--- config.mk ---
export PLATFORM = sky130hd
export DESIGN_NAME = cpu_controller
export DESIGN_NICKNAME = d
export VERILOG_FILES = /design/src/rtl/cpu_controller.sv
export SDC_FILE = /design/constraint.sdc
export NUM_CORES = 1
export LEC_CHECK = 0
export BUFFER_PORTS_ARGS = -buffer_cell sky130_fd_sc_hd__buf_4
export CORE_AREA = 4 4 41 43
export CTS_BUF_LIST = sky130_fd_sc_hd__clkbuf_8
export CTS_CLUSTER_SIZE = 10
export DETAILED_ROUTE_END_ITERATION = 10
export DIE_AREA = 0 0 45 47
export SETUP_SLACK_MARGIN = 0.3
export SYNTH_ARGS = -nofsm -noshare
export SYNTH_HDL_FRONTEND = slang
export SYNTH_SLANG_ARGS = --single-unit
--- constraint.sdc ---
create_clock -name clk -period 3.2 [get_ports clk]
set_input_delay 0.32 -clock clk [delete_from_list [all_inputs] [get_ports clk]]
set_output_delay 0.32 -clock clk [all_outputs]
set_load 0.005 [all_outputs]
--- src/rtl/cpu_controller.sv ---
// 8-phase instruction sequencer: decodes phase/opcode/zero into datapath control strobes.
// Optional CTRL_SINGLE_STEP_EN adds a step input gating the exit from phase 0.
module cpu_controller #(
  parameter int unsigned OP_W = 3
) (
  input  logic            clk,
  input  logic            rst,
  input  logic            en,
`ifdef CTRL_SINGLE_STEP_EN
  input  logic            step,
`endif
  input  logic [OP_W-1:0] opcode,
  input  logic            zero,
  output logic            sel,
  output logic            rd,
  output logic            ld_ir,
  output logic            halt,
  output logic            inc_pc,
  output logic            ld_ac,
  output logic            ld_pc,
  output logic            wr,
  output logic            data_e,
  output logic [2:0]      phase
);

  localparam logic [OP_W-1:0] OpHlt = OP_W'(0);
  localparam logic [OP_W-1:0] OpSkz = OP_W'(1);
  localparam logic [OP_W-1:0] OpAdd = OP_W'(2);
  localparam logic [OP_W-1:0] OpAnd = OP_W'(3);
  localparam logic [OP_W-1:0] OpXor = OP_W'(4);
  localparam logic [OP_W-1:0] OpLda = OP_W'(5);
  localparam logic [OP_W-1:0] OpSto = OP_W'(6);
  localparam logic [OP_W-1:0] OpJmp = OP_W'(7);

  typedef enum logic [2:0] {
    InstAddr, InstFetch, InstLoad, Idle, OpAddr, OpFetch, AluOp, Store
  } phase_e;

  phase_e phase_q, phase_d;
  logic   halted_q, halted_d;
  logic   advance;
  logic   aluop;

`ifdef CTRL_SINGLE_STEP_EN
  // A step pulse releases phase 0 only; the rest of the instruction runs on en.
  assign advance = en && ((phase_q != InstAddr) || step);
`else
  assign advance = en;
`endif

  assign aluop = (opcode == OpAdd) || (opcode == OpAnd) || (opcode == OpXor) ||
                 (opcode == OpLda);

  always_ff @(posedge clk or posedge rst) begin
    if (rst) begin
      phase_q  <= InstAddr;
      halted_q <= 1'b0;
    end else begin
      phase_q  <= phase_d;
      halted_q <= halted_d;
    end
  end

  always_comb begin
    phase_d  = phase_q;
    halted_d = halted_q;
    if (!halted_q && advance) begin
      // HLT freezes in OpAddr instead of moving on.
      if (phase_q == OpAddr && opcode == OpHlt) begin
        halted_d = 1'b1;
      end else begin
        phase_d = phase_e'(phase_q + 3'd1);
      end
    end
  end

  always_comb begin
    sel    = 1'b0;
    rd     = 1'b0;
    ld_ir  = 1'b0;
    halt   = 1'b0;
    inc_pc = 1'b0;
    ld_ac  = 1'b0;
    ld_pc  = 1'b0;
    wr     = 1'b0;
    data_e = 1'b0;
    if (halted_q) begin
      halt = 1'b1;
    end else begin
      unique case (phase_q)
        InstAddr: begin
          sel = 1'b1;
        end
        InstFetch: begin
          sel = 1'b1;
          rd  = 1'b1;
        end
        InstLoad, Idle: begin
          sel   = 1'b1;
          rd    = 1'b1;
          ld_ir = 1'b1;
        end
        OpAddr: begin
          inc_pc = 1'b1;
          halt   = (opcode == OpHlt);
        end
        OpFetch: begin
          rd = aluop;
        end
        AluOp: begin
          rd     = aluop;
          inc_pc = (opcode == OpSkz) && zero;
          ld_pc  = (opcode == OpJmp);
          data_e = (opcode == OpSto);
        end
        Store: begin
          rd     = aluop;
          ld_ac  = aluop;
          ld_pc  = (opcode == OpJmp);
          wr     = (opcode == OpSto);
          data_e = (opcode == OpSto);
        end
        default: ;
      endcase
    end
  end

  assign phase = phase_q;

endmodule

==> results.md, run 1 <==
Synth:
- Summing the areas of all fa, ha and maj instances in the mapped netlist gives 18.35% of the synthesized area.
- The gate count of the mapped netlist is 47.
- The synthesized netlist contains 24 unique library cells.
- The combinational family with the most area after synthesis is simple AND/OR/NAND/NOR gates.
- The total nets after synthesis is 60.
- In this run, synthesis produced a sequential element count of 4.
- The number of warning messages in the yosys log is 0.
- The average cell area after synthesis is 8.705 um2.
- Sequential elements use 24.46% of the synthesized area.
- The cell area after synthesis is ~410 um2.
- The post-synthesis xor/xnor area fraction is 4.281%.
- Of the total synthesized cell area, the portion taken by AND, OR, NAND and NOR gates is 25.38%.
- The share of synthesized area spent on multiplexers is 2.752%.
- The synthesized-area fraction occupied by ao, oa, aoi and oai cells is 18.04%.

Cells and area:
- The number of antenna diodes is 0.
- The number of nets in the finished design is 83.
- The area growth from synthesis to final layout is 48.93%.
- The share of final-layout standard cells stronger than drive strength 1 is between 30% and 40%.
- Leaving out filler cells and counting taps, the final layout contains 83.
- The commonest non-fill, non-tap cell in the layout is sky130_fd_sc_hd__buf_4.
- Leaving out fill and tap cells, the most frequent cells in the layout are sky130_fd_sc_hd__buf_4, sky130_fd_sc_hd__inv_1, sky130_fd_sc_hd__nor2_1, sky130_fd_sc_hd__ha_1, sky130_fd_sc_hd__dfrtp_1.

Pwr:
- In this run the static leakage power is 0.2959 nW.
- The analysis attributes to net switching a power of 0.2088 mW.
- The proportion of power drawn by combinational gates is 56.3%.
- VDD sags by at most 402.8 uV.
- The share of power burned in registers is 23.9%.
- The share of total power consumed by net switching is 39.22%.
- In this run the power density over the cells is 873.8 mW/mm2.
- The clock network power share is 19.8%.
- The internal power component is 0.3236 mW.

Worst setup path:
- Among all stages on the critical path, the largest delay is contributed by sky130_fd_sc_hd__dfrtp_1.
- The startpoint kind of the worst setup timing path is a flip-flop.
- The peak fanout along the critical path is 7.
- Data on the critical path arrives at its endpoint at 1.72 ns.
- The largest single stage delay on the critical path is 0.45 ns.
- The critical path in this run is classified as flip-flop to primary output.
- STA classifies the critical path endpoint as a primary output.
- Traced cell by cell, the critical path runs through inv_1 -> ha_1 -> or3_1 -> a21oi_1 -> nor2_1 -> buf_4.
- At the worst endpoint, the required time is 2.88 ns.
- The number of cells on the worst reg-to-reg path is 5.

Floorplan:
- The placeable core region is 0.001301 mm2.
- The die covers 0.002115 mm2.
- The initialized floorplan defines 13 standard-cell rows.
- The die height is 47 um.
- For this design the top-level I/O count stands at 19.
- The starting utilization of the core area is 31.44%.
- The die is 45 um wide.

Clock tree:
- For the worst-skew pair, the clock arrives at the later sink with an insertion delay of between 0.2 and 0.25 ns.
- The clock-pin slew reported for the worst setup and hold paths after clock tree synthesis is 0.03 ns.
- CTS built an H-tree with a depth of 1.
- TritonCTS built the clock tree.
- The number of clock sinks seen by CTS is 4.
- The number of buffers inserted during clock tree synthesis is 3.
- The buffer cell driving the clock tree root is sky130_fd_sc_hd__clkbuf_8.
- The buffer levels on the longest clock path is 2.
- In this run the post-CTS setup repair buffer count came out at 0.
- The number of gates given a new drive strength after cts is 0.

Placement:
- The cell total after placement is 79.
- The final RePlAce weighted congestion is 0.6555.
- In this run the tool buffered the top-level ports with 18 buffer cells.
- Detailed placement finished with a half-perimeter wire length of between 700 and 800 um.

STA:
- Setup repair after global routing left no endpoint under its margin.
- For the final routed database, the setup TNS stands at 0 ns.
- For the final database, setup skew stands at 0.002393 ns.
- The minimum period implied by the final worst setup slack is 2.045 ns.
- After layout, the worst path uses 63.90% of the clock period.
- In this run the tightest slew margin relative to its limit is between 70% and 80%.
- Hold is met by 0.3604 ns.
- The peak clock frequency supported by timing is approximately 490 MHz.
- The final hold violation count is 0.
- For the pin with the worst max-slew slack, the measured transition is 0.3617 ns.
- The count of endpoints failing setup in the final report is 0.
- The final max-slew violation count is 0.

Min path:
- The path class of the tightest hold or removal check is input port to flip-flop.
- The cell depth of the worst hold path is 3.

Route:
- In this run, the number of DRC markers left after iteration 0 of detailed routing was 5.
- In this run the remaining antenna-violating nets after routing total 0.
- The number of vias after detailed routing is 401.
- For this block, the routed nets add up to 905 um of wire.
- After detailed routing, the number of remaining DRC violations is 0.
- The pre-antenna-repair detailed-routing pass consisted of 4 iterations.
- The routed length per instance is 10.90 um.
- The ratio of routed vias to standard cells is between 4 and 5.

Global routing:
- For this run the aggregate overflow at the end of global routing stands at 0.
- In the global route stage, overall resource usage came out at 10.63%.
- The number of antenna violations at the first check in global routing was 0.
- The wire length of the first global-routing pass is around 1.5 mm.
- Entering global routing, the biggest net connects 11 pins.
- The number of global-route vias before repair was approximately 340.

Flow run:
- Across the run, the number of max-cap violations was 0.

Outcome:
- The run finished with clean final reports.
[cell usage after synthesis]
cell | instances | share of area (%)
sky130_fd_sc_hd__nor3_1 | 1 | 1.2
sky130_fd_sc_hd__xnor2_1 | 2 | 4.3
sky130_fd_sc_hd__nor4_1 | 2 | 3.1
sky130_fd_sc_hd__inv_1 | 6 | 5.5
sky130_fd_sc_hd__a41oi_1 | 1 | 2.1
sky130_fd_sc_hd__o221ai_1 | 1 | 2.1
sky130_fd_sc_hd__ha_1 | 6 | 18
sky130_fd_sc_hd__or4_4 | 1 | 2.8
sky130_fd_sc_hd__nor2b_1 | 1 | 1.5
sky130_fd_sc_hd__nor4b_1 | 1 | 2.1
sky130_fd_sc_hd__buf_2 | 1 | 1.2
sky130_fd_sc_hd__a31oi_2 | 1 | 3.1
sky130_fd_sc_hd__o21ai_0 | 1 | 1.2
sky130_fd_sc_hd__a21oi_1 | 3 | 3.7
sky130_fd_sc_hd__dfrtp_1 | 4 | 24
sky130_fd_sc_hd__mux2_1 | 1 | 2.8
sky130_fd_sc_hd__nor2b_2 | 1 | 2.1
sky130_fd_sc_hd__nand2_2 | 1 | 1.5
sky130_fd_sc_hd__or3_1 | 1 | 1.5
sky130_fd_sc_hd__o41ai_2 | 1 | 4.0
sky130_fd_sc_hd__nand2b_1 | 2 | 3.1
sky130_fd_sc_hd__nor2_1 | 6 | 5.5
sky130_fd_sc_hd__nand2_1 | 1 | 0.92
sky130_fd_sc_hd__o21bai_1 | 1 | 1.8
[through the flow]
step / setup slack, ns / total power, mW / utilization (%) / cell area (um2)
after floorplan: 1.575 / 0.3084 / - / 409.1
after global placement: 1.418 / 0.4345 / 42.88 / 558.0
after detailed placement: 1.387 / 0.4319 / 42.88 / 558.0
after CTS: 1.147 / 0.5434 / 46.83 / 609.3
after global routing: 1.044 / 0.5899 / 46.83 / 609.3
final: 1.155 / 0.5324 / 46.83 / 609.3
[repair_timing]
item / in CTS / in global routing
hold buffers: 1 / 0
endpoints found under the setup margin: 0 / 0
hold endpoints to repair: 4 / 0
[power by group through the flow]
stage / Clock (mW) / Combinational [mW] / Sequential [mW]
final: 0.105 / 0.300 / 0.127
after global routing: 0.114 / 0.338 / 0.138
after CTS: 0.109 / 0.305 / 0.129
after detailed placement: 0 / 0.302 / 0.130
after global placement: 0 / 0.304 / 0.130
after floorplan: 0 / 0.200 / 0.108
[critical path: cells and delay by family (launching register included)]
family	cells	cell delay, ns
buf+inv	2	0.23
simple gates	2	0.43
flops	1	0.45
fa+ha+maj	1	0.24
compound gates	1	0.16
[flip-flops by register name, indices dropped and copies added, names as in the netlist]
register and count:
halted_q 1, phase 3
[worst paths after layout]
| kind | start | endpoint | slack [ns] |
|---|---|---|---|
| min in group asynchronous | rst | phase[2] | 0.54 |
| max reg2reg | phase[0] | phase[1] | 1.58 |
| min reg2reg | phase[1] | phase[1] | 0.59 |
| max in group asynchronous | rst | phase[1] | 2.52 |
| max | phase[0] | sel | 1.16 |
| min | en | halted_q | 0.36 |
[final cells by class]
class,instances,area (um2)
inverter,6,22.52
multi-input combinational,36,281.5
sequential,4,100.1
timing repair buffer,19,145.1
clock buffer,3,41.29
tap,15,18.77
fill,145,691.9
[routing by layer]
layer / up-vias / track usage, % / share of wire (%)
met2: 10 / 14.97 / 50
li1: 206 / - / -
met4: 0 / 10.53 / 3.8
met5: - / 0 / 0
met1: 181 / 12.64 / 40
met3: 4 / 3.065 / 6.0
[kinds of logic (layout without fill, tap and decap cells)]
| group | after synthesis | count (layout) |
|---|---|---|
| flops | 4 | 4 |
| mux | 1 | 1 |
| buf+inv | 7 | 28 |
| simple gates | 18 | 18 |
| xor+xnor | 2 | 2 |
| fa+ha+maj | 6 | 6 |
| compound gates | 9 | 9 |
Power figures use the tool's default switching activity.
==> inputs of run 2 (changes only) <==
--- a/config.mk
+++ b/config.mk
@@ -5,6 +5,7 @@
 export SDC_FILE = /design/constraint.sdc
 export NUM_CORES = 1
 export LEC_CHECK = 0
+export ABC_AREA = 1
 export BUFFER_PORTS_ARGS = -buffer_cell sky130_fd_sc_hd__buf_4
 export CORE_AREA = 4 4 41 43
 export CTS_BUF_LIST = sky130_fd_sc_hd__clkbuf_8
==> constraint.sdc (replaced) <==
create_clock -name clk -period 1.77 [get_ports clk]
set_input_delay 0.177 -clock clk [delete_from_list [all_inputs] [get_ports clk]]
set_output_delay 0.177 -clock clk [all_outputs]
set_load 0.005 [all_outputs]
==> run 2 against run 1 <==
  * Design area rose by 25%
  * Worst setup slack got worse by 0.97 ns
  * Synthesized area rose by 2.8%
  * Combinational power fell by 85%
  * Global-route usage rose by 2.4 points
  * First-iteration DRC count rose by 100%
  * Die area did not move
  * Largest power group is now clock
==> results.md, run 2 <==
Synth:
- Top cells by instance count after synthesis: sky130_fd_sc_hd__nand2_1, sky130_fd_sc_hd__inv_1, sky130_fd_sc_hd__nor2_1, sky130_fd_sc_hd__ha_1, sky130_fd_sc_hd__nand3_1 (was sky130_fd_sc_hd__ha_1, sky130_fd_sc_hd__inv_1, sky130_fd_sc_hd__nor2_1, sky130_fd_sc_hd__dfrtp_1, sky130_fd_sc_hd__a21oi_1).
- The total nets after synthesis came to 81 (was 60).
- The top cell type's share of synthesized area came to 23.81% (was 24.46%).
- The number of enable-type register cells in the synthesized netlist was 0 (unchanged).
- The proportion of synthesized chip area in sequential cells was 23.81% (was 24.46%).
- The top flip-flop cell by instance count after synthesis is sky130_fd_sc_hd__dfrtp_1 (unchanged).
- The average cell area after synthesis came to 6.182 um2 (was 8.705 um2).
- The gate count of the mapped netlist is 68 (was 47).
- The cell area after synthesis came to 420.4 um2 (was 409.1 um2).
- The leading area contributor after synthesis is sky130_fd_sc_hd__dfrtp_1 (unchanged).
- Among all cell types in the netlist, the one instantiated most often is sky130_fd_sc_hd__nand2_1.
- Synth top area cells: sky130_fd_sc_hd__dfrtp_1, sky130_fd_sc_hd__ha_1, sky130_fd_sc_hd__nand2_1 (was sky130_fd_sc_hd__dfrtp_1, sky130_fd_sc_hd__ha_1, sky130_fd_sc_hd__inv_1).
- The count of unique library cells instantiated by Yosys is 12 (was 24).
- The async set or reset register ratio after synthesis is 100.0% (unchanged).
- The number of warning messages in the yosys log is 0 (unchanged).
- The synthesized flop and latch total is 4 (unchanged).

Pwr:
- The internal power component was 0.2597 mW (was 0.3236 mW).
- The total chip power is 0.3334 mW (was 0.5324 mW).
- The clock network power share was 58.0% (was 19.8%).
- The static leakage came to 0.3965 nW (was 0.2959 nW).
- The share of total power consumed by net switching is 22.11% (was 39.22%).
- The cell area power density is 439.0 mW/mm2 (was 873.8 mW/mm2).
- The proportion of power drawn by combinational gates is 13.8% (was 56.3%).
- The maximum vdd ir drop is 366.5 uV (was 402.8 uV).
- The power spent charging and discharging nets was 0.07371 mW (was 0.2088 mW).
- The share of power burned in registers is 28.2% (was 23.9%).

Global routing:
- The number of antenna violations at the first check in global routing is 0 (unchanged).
- The total global routing track utilization is 13.01% (was 10.63%).
- The largest net degree at the start of global routing is 9 (was 11).
- The wire length of the first global-routing pass came to 1.945 mm (was 1.518 mm).
- The number of global-route vias before repair is 455 (was 344).
- The total congestion overflow after global routing is 0 (unchanged).

Worst setup path:
- The arrival time at the worst endpoint is 1.41 ns (was 1.72 ns).
- The cell with the biggest individual delay on the critical path is sky130_fd_sc_hd__dfrtp_1 (unchanged).
- The number of cells on the worst reg-to-reg path is 9 (was 5).
- Cell breakdown of the critical path: ha_2 -> ha_4 -> inv_2 -> nand2_2 -> nor2_4 -> a21oi_2 -> buf_4 (was inv_1 -> ha_1 -> or3_1 -> a21oi_1 -> nor2_1 -> buf_4).
- The required time at the worst-slack endpoint was 1.59 ns (was 2.88 ns).
- The terminus of the critical flop-to-flop path is phase[2] (was phase[1]).
- The startpoint kind of the worst setup timing path is a flip-flop (unchanged).
- The largest incremental delay on the critical path is 0.40 ns (was 0.45 ns).
- The setup slack on the worst flop-to-flop path is 0.44 ns (was 1.58 ns).
- The number of buffers and inverters on the critical path was 2 (unchanged).
- The peak fanout along the critical path came to 4 (was 7).
- The startpoint-to-endpoint class of the critical path is flip-flop to primary output (unchanged).
- The family of cells with the greatest summed delay on the critical path is flip-flops (unchanged).
- The beginning of the critical path is phase[1] (was phase[0]).
- The nature of the critical path endpoint is a primary output (unchanged).
- The source of the worst register-to-register timing path is phase[1] (was phase[0]).

Clock tree:
- The number of buffers inserted during clock tree synthesis is 3 (unchanged).
- The latest clock arrival within the worst-skew pair was 0.22 ns (about the same).
- The TritonCTS clock tree is built (unchanged).
- The buffer cell driving the clock tree root is sky130_fd_sc_hd__clkbuf_8 (unchanged).
- The number of clock sinks seen by CTS is 4 (unchanged).
- The buffer levels on the longest clock path is 2 (unchanged).
- The clock-pin slew reported for the worst setup and hold paths after clock tree synthesis is 0.03 ns (about the same).
- The number of levels in the clock H-tree is 1 (unchanged).

Route:
- The routed length per instance is 11.04 um (was 10.90 um).
- The detailed-router iteration count before antenna repair is 4 (unchanged).
- The detailed router's first-iteration violation count was 10 (was 5).
- The number of vias after detailed routing is 514 (was 401).
- The ratio of routed vias to standard cells is 4.589 (was 4.831).
- The final routed DRC violation total was 0 (unchanged).
- The total length of routed wires came to 1.236 mm (was 905 um).
- The residual antenna-violating net count after detailed routing came to 0 (unchanged).

Cells and area:
- The area growth from synthesis to final layout is 80.65% (was 48.93%).
- The final standard cell utilization of the core is 58.37% (was 46.83%).
- The share of final-layout standard cells stronger than drive strength 1 is 50.52% (was 38.24%).
- Leading cell types in the layout, fill and taps excluded: sky130_fd_sc_hd__buf_4, sky130_fd_sc_hd__nand2_1, sky130_fd_sc_hd__inv_1 (was sky130_fd_sc_hd__buf_4, sky130_fd_sc_hd__inv_1, sky130_fd_sc_hd__nor2_1, sky130_fd_sc_hd__ha_1, sky130_fd_sc_hd__dfrtp_1).
- The number of antenna diodes was 0 (unchanged).
- The commonest non-fill, non-tap cell in the layout is sky130_fd_sc_hd__buf_4 (unchanged).
- The number of nets in the finished design is 112 (was 83).
- The flip-flop count of the largest register after layout is 3 (unchanged).

Floorplan:
- The die outline area is 0.002115 mm2 (unchanged).
- The placeable core region is 0.001301 mm2 (unchanged).
- The die outline width is 45 um (unchanged).
- The floorplan row count is 13 (unchanged).
- The starting utilization of the core area was 32.31% (was 31.44%).
- The die height came to 47 um (unchanged).
- The total I/O pin count is 19 (unchanged).

STA:
- The final max-slew violation count is 0 (unchanged).
- The final hold violation count was 0 (unchanged).
- The final setup skew is 0.001142 ns (was 0.002393 ns).
- The accumulated negative setup slack is 0 ns (unchanged).
- The smallest setup slack after layout came to 0.1824 ns (was 1.155 ns).
- The headroom to the max-slew limit is 80.89% (was 75.63%).
- The post-route worst hold slack is 0.2321 ns (was 0.3604 ns).
- The post-route fraction of the period consumed by the critical path is 89.69%.
- Subtracting the final worst setup slack from the clock period gives 1.588 ns.
- The transition at the pin with the smallest max-transition slack is 0.2856 ns (was 0.3617 ns).
- Setup repair after global routing missed its margin: true (was false).
- The count of endpoints failing setup in the final report is 0 (unchanged).
- Based on the critical path, the design can be clocked at up to 629.9 MHz.

Min path:
- The classification of the worst-slack hold path is input port to flip-flop (unchanged).
- The cell depth of the worst hold path is 3 (unchanged).
- The launch instance of the worst min-delay path is en (unchanged).
- The worst hold path endpoint was halted_q (unchanged).

Placement:
- The final RePlAce weighted congestion is 0.7394 (was 0.6555).
- The worst setup timing slack at the placement stage is 0.3141 ns (was 1.387 ns).
- The final HPWL from detailed placement came to 851.8 um (was 732.5 um).
- The quantity of I/O buffers inserted on ports is 18 (unchanged).

Flow run:
- The count of max-cap constraint violations is 0 (unchanged).

Outcome:
- Run status: finished, final reports clean (unchanged).
-- run 2: through the flow --
stage,std cells,instance area [um2]
floorplan,68,420.4
global placement,102,581.8
detailed placement,102,581.8
CTS,112,724.4
global route,112,759.5
finish,112,759.5
-- run 2: how the worst max path moves through the flow --
stage          end  slack (ns)  cells after the start
2_1_floorplan   rd        0.49                      6
3_3_place_gp   sel        0.35                      7
3_5_place_dp   sel        0.31                      7
4_1_cts        sel        0.16                      7
5_1_grt         rd         0.1                      7
6_report        rd        0.18                      7
-- run 2: repair_timing --
action / 4_1_cts / 5_1_grt
setup endpoints to repair: 9 / 9
setup buffers: 6 / 0
endpoints found under the hold margin: 4 / 0
gates resized for setup: 14 / 8
hold buffers: 1 / 0
pin swaps: 10 / 2
-- run 2: final cells by class --
cell class	count	area (um2)
inverters	14	52.55
clock buffers	3	41.29
flip-flops and latches	4	100.1
multi-input cells	50	349.1
fillers	133	541.8
well taps	15	18.77
repair buffers	26	197.7
-- run 2: cells by family after synthesis --
group	count (synthesis)	synth area share [%]
AND/OR/NAND/NOR	39	39.88
adder cells (fa/ha/maj)	6	17.86
flip-flops	4	23.81
AO/OA/AOI/OAI	5	5.951
buffers and inverters	14	12.50
-- run 2: power groups by stage --
| stage | clock network (mW) | logic (mW) | registers (mW) |
|---|---|---|---|
| after detailed placement | 0 | 0.0382 | 0.0952 |
| after global routing | 0.211 | 0.0502 | 0.0941 |
| after CTS | 0.202 | 0.0430 | 0.0942 |
| after global placement | 0 | 0.0385 | 0.0952 |
| after floorplan | 0 | 0.0155 | 0.0974 |
| final | 0.193 | 0.0459 | 0.0942 |
-- run 2: tightest hold or removal path, delay by kind of cell --
family	cells	cell delay, ns
buffers and inverters	2	0.12
AOI/OAI and AO/OA	1	0.11
-- run 2: routing by layer --
layer	vias to the layer above	part of all wire [%]	GRT usage, %
li1	266	-	-
met1	237	44	15.40
met2	11	51	20.62
met3	0	5.7	3.448
met4	0	0	8.772
met5	-	0	0
==> inputs of run 3 (changes only) <==
--- a/config.mk
+++ b/config.mk
@@ -16,3 +16,4 @@
 export SYNTH_ARGS = -nofsm -noshare
 export SYNTH_HDL_FRONTEND = slang
 export SYNTH_SLANG_ARGS = --single-unit
+export TNS_END_PERCENT = 20
==> constraint.sdc (replaced) <==
create_clock -name clk -period 1.77 [get_ports clk]
set_input_delay 0.0885 -clock clk [delete_from_list [all_inputs] [get_ports clk]]
set_output_delay 0.0885 -clock clk [all_outputs]
set_load 0.005 [all_outputs]
==> run 3 against run 2 <==
  * Highest routed layer is now met4
  * Design area down 0.99%
  * Worst hold slack worse by 0.090 ns
  * Non-clock buffer count down 1
  * Sequential share of layout area up 0.63 points
  * Die area unchanged
  * Critical path depth unchanged
  * Register-to-register slack worse by 0.08 ns
  * Wire length down 5.7%
  * Flip-flop and latch count unchanged
  * Largest cell class unchanged
==> results.md, run 3 (synthesis results as in run 2) <==
Outcome:
- Run status: finished, final reports clean (unchanged).

Worst setup path:
- The largest incremental delay on the critical path came to 0.46 ns (was 0.40 ns).
- The arrival time at the worst endpoint is 1.45 ns (was 1.41 ns).
- Cell breakdown of the critical path: ha_4 -> ha_4 -> inv_2 -> nand2_2 -> nor2_4 -> a21oi_2 -> buf_4 (was ha_2 -> ha_4 -> inv_2 -> nand2_2 -> nor2_4 -> a21oi_2 -> buf_4).
- The number of buffers and inverters on the critical path is 2 (unchanged).
- The family of cells with the greatest summed delay on the critical path is flip-flops (unchanged).
- The startpoint-to-endpoint class of the critical path is flip-flop to primary output (unchanged).
- The peak fanout along the critical path is 5 (was 4).
- The nature of the critical path endpoint is a primary output (unchanged).
- The cell occurring most often along the worst timing path is sky130_fd_sc_hd__ha_4.
- The required time at the worst-slack endpoint was 1.68 ns (was 1.59 ns).
- The startpoint kind of the worst setup timing path was a flip-flop (unchanged).
- The cell with the biggest individual delay on the critical path is sky130_fd_sc_hd__dfrtp_2 (was sky130_fd_sc_hd__dfrtp_1).

Cells and area:
- The share of final-layout standard cells stronger than drive strength 1 is 53.13% (was 50.52%).
- The final standard cell utilization of the core came to 57.79% (was 58.37%).
- The number of antenna diodes is 0 (unchanged).
- The flip-flop count of the largest register after layout is 3 (unchanged).
- The number of nets in the finished design came to 111 (was 112).
- The layout filler cell count is 137 (was 133).
- The commonest non-fill, non-tap cell in the layout is sky130_fd_sc_hd__buf_4 (unchanged).
- Leading cell types in the layout, fill and taps excluded: sky130_fd_sc_hd__buf_4, sky130_fd_sc_hd__nand2_1, sky130_fd_sc_hd__inv_1, sky130_fd_sc_hd__nor2_1, sky130_fd_sc_hd__nand3_1 (was sky130_fd_sc_hd__buf_4, sky130_fd_sc_hd__nand2_1, sky130_fd_sc_hd__inv_1).
- The area growth from synthesis to final layout came to 78.87% (was 80.65%).

Clock tree:
- The number of clock sinks seen by CTS is 4 (unchanged).
- The TritonCTS clock tree is built (unchanged).
- The buffer levels on the longest clock path is 2 (unchanged).
- The latest clock arrival within the worst-skew pair is 0.22 ns (about the same).
- The buffer cell driving the clock tree root is sky130_fd_sc_hd__clkbuf_8 (unchanged).
- The number of buffers inserted during clock tree synthesis is 3 (unchanged).
- The number of levels in the clock H-tree is 1 (unchanged).
- The clock-pin slew reported for the worst setup and hold paths after clock tree synthesis came to 0.03 ns (about the same).

Placement:
- The quantity of I/O buffers inserted on ports was 18 (unchanged).
- The final RePlAce weighted congestion was 0.7490 (was 0.7394).
- The worst setup timing slack at the placement stage is 0.4097 ns (was 0.3141 ns).
- The final HPWL from detailed placement is 824 um (was 851.8 um).

Pwr:
- The total chip power is 0.3312 mW (was 0.3334 mW).
- The static leakage is 0.3838 nW (was 0.3965 nW).
- The proportion of power drawn by combinational gates came to 11.7% (was 13.8%).
- The cell area power density is 440.5 mW/mm2 (was 439.0 mW/mm2).
- The maximum vdd ir drop is 372.5 uV (was 366.5 uV).
- The share of power burned in registers is 29.7% (was 28.2%).
- The power spent charging and discharging nets is 0.07329 mW (was 0.07371 mW).
- The internal power component came to 0.2579 mW (was 0.2597 mW).
- The clock network power share is 58.6% (was 58.0%).
- The share of total power consumed by net switching is 22.13% (was 22.11%).

Global routing:
- The total global routing track utilization is 12.35% (was 13.01%).
- The total congestion overflow after global routing is 0 (unchanged).
- The largest net degree at the start of global routing is 10 (was 9).
- The number of antenna violations at the first check in global routing came to 0 (unchanged).
- The number of global-route vias before repair was 468 (was 455).
- The wire length of the first global-routing pass is 1.911 mm (was 1.945 mm).

STA:
- Setup repair after global routing missed its margin: true (unchanged).
- The headroom to the max-slew limit is 82.84% (was 80.89%).
- The count of endpoints failing setup in the final report came to 0 (unchanged).
- The final hold violation count is 0 (unchanged).
- The post-route fraction of the period consumed by the critical path was 87.16% (was 89.69%).
- The peak clock frequency supported by timing is 648.2 MHz (was 629.9 MHz).
- The minimum period implied by the final worst setup slack came to 1.543 ns (was 1.588 ns).
- The accumulated negative setup slack is 0 ns (unchanged).
- The final max-slew violation count was 0 (unchanged).
- The transition at the pin with the smallest max-transition slack is 0.2565 ns (was 0.2856 ns).
- The final setup skew is 0.001383 ns (was 0.001142 ns).
- The smallest setup slack after layout is 0.2273 ns (was 0.1824 ns).

Route:
- The total length of routed wires is 1.165 mm (was 1.236 mm).
- The routed length per instance is 10.50 um (was 11.04 um).
- The detailed router's first-iteration violation count is 9 (was 10).
- The final routed DRC violation total is 0 (unchanged).
- The detailed-router iteration count before antenna repair is 4 (unchanged).
- The ratio of routed vias to standard cells was 4.604 (was 4.589).
- The number of vias after detailed routing was 511 (was 514).
- The residual antenna-violating net count after detailed routing was 0 (unchanged).

Floorplan:
- The placeable core region is 0.001301 mm2 (unchanged).
- The die height is 47 um (unchanged).
- The die outline area is 0.002115 mm2 (unchanged).
- The die outline width came to 45 um (unchanged).
- The floorplan row count was 13 (unchanged).
- The starting utilization of the core area is 32.31% (unchanged).
- The total I/O pin count came to 19 (unchanged).

Min path:
- The classification of the worst-slack hold path is input port to flip-flop (unchanged).

Flow run:
- The count of max-cap constraint violations is 0 (unchanged).
==> run 3: cell count changes in the layout (fill, tap and decap cells not counted), sizes merged <==
| cell | previous run | this run |
|---|---|---|
| buf | 25 | 24 |
==> run 3: repair_timing <==
item	in CTS	in global routing
gates resized for setup	14	13
buffers inserted	5	1
pin swaps	4	7
hold endpoints to repair	4	0
hold buffers	1	0
endpoints found under the setup margin	6	7
==> run 3: through the flow <==
step	instance area, um2	hold WS [ns]	cells
3_3_place_gp	574.3	-0.009739	101
4_1_cts	711.9	0.1439	110
6_report	752.0	0.1417	111
2_1_floorplan	420.4	-0.1454	68
5_1_grt	752.0	0.1599	111
3_5_place_dp	574.3	-0.009994	101
==> run 3: final timing paths <==
| kind | slack, ns | to | cells after the start | from |
|---|---|---|---|---|
| setup / recovery | 0.23 | sel | 7 | phase[0] |
| hold / removal | 0.14 | halted_q | 3 | en |
| setup reg to reg | 0.36 | phase[2] | 9 | phase[0] |
| hold reg to reg | 0.59 | phase[0] | 2 | phase[0] |
| max in group asynchronous | 1.29 | phase[2] | 3 | rst |
| min in group asynchronous | 0.31 | phase[1] | 3 | rst |
==> run 3: routing by layer <==
metal  vias to the layer above  share of wire [%]  GRT usage [%]
met5                         -                  0              0
met4                         0                1.4          7.018
met3                         2                9.0          3.065
met2                        21                 48          17.80
met1                       223                 41          16.70
li1                        265                  -              -
==> run 3: layout make-up <==
cell class / count / area, um2 / share of cell area [%]
Clock buffer: 3 / 41.29 / 5.491
Sequential cell: 4 / 103.9 / 13.81
Multi-Input combinational cell: 50 / 339.1 / 45.09
Tap cell: 15 / 18.77 / 2.496
Inverter: 14 / 55.05 / 7.321
Timing Repair Buffer: 25 / 193.9 / 25.79
==> run 3: power groups by stage <==
stage	Combinational [mW]	Sequential (mW)	Clock (mW)
finish	0.0387	0.0985	0.194
global route	0.0436	0.0989	0.209
CTS	0.0374	0.0975	0.200
detailed placement	0.0335	0.0979	0
global placement	0.0334	0.0981	0
floorplan	0.0155	0.0974	0
==> run 3: worst min-delay path: stages <==
cell and delay (ns):
sky130_fd_sc_hd__buf_4 0.10, sky130_fd_sc_hd__inv_1 0.06, sky130_fd_sc_hd__o21ai_1 0.07
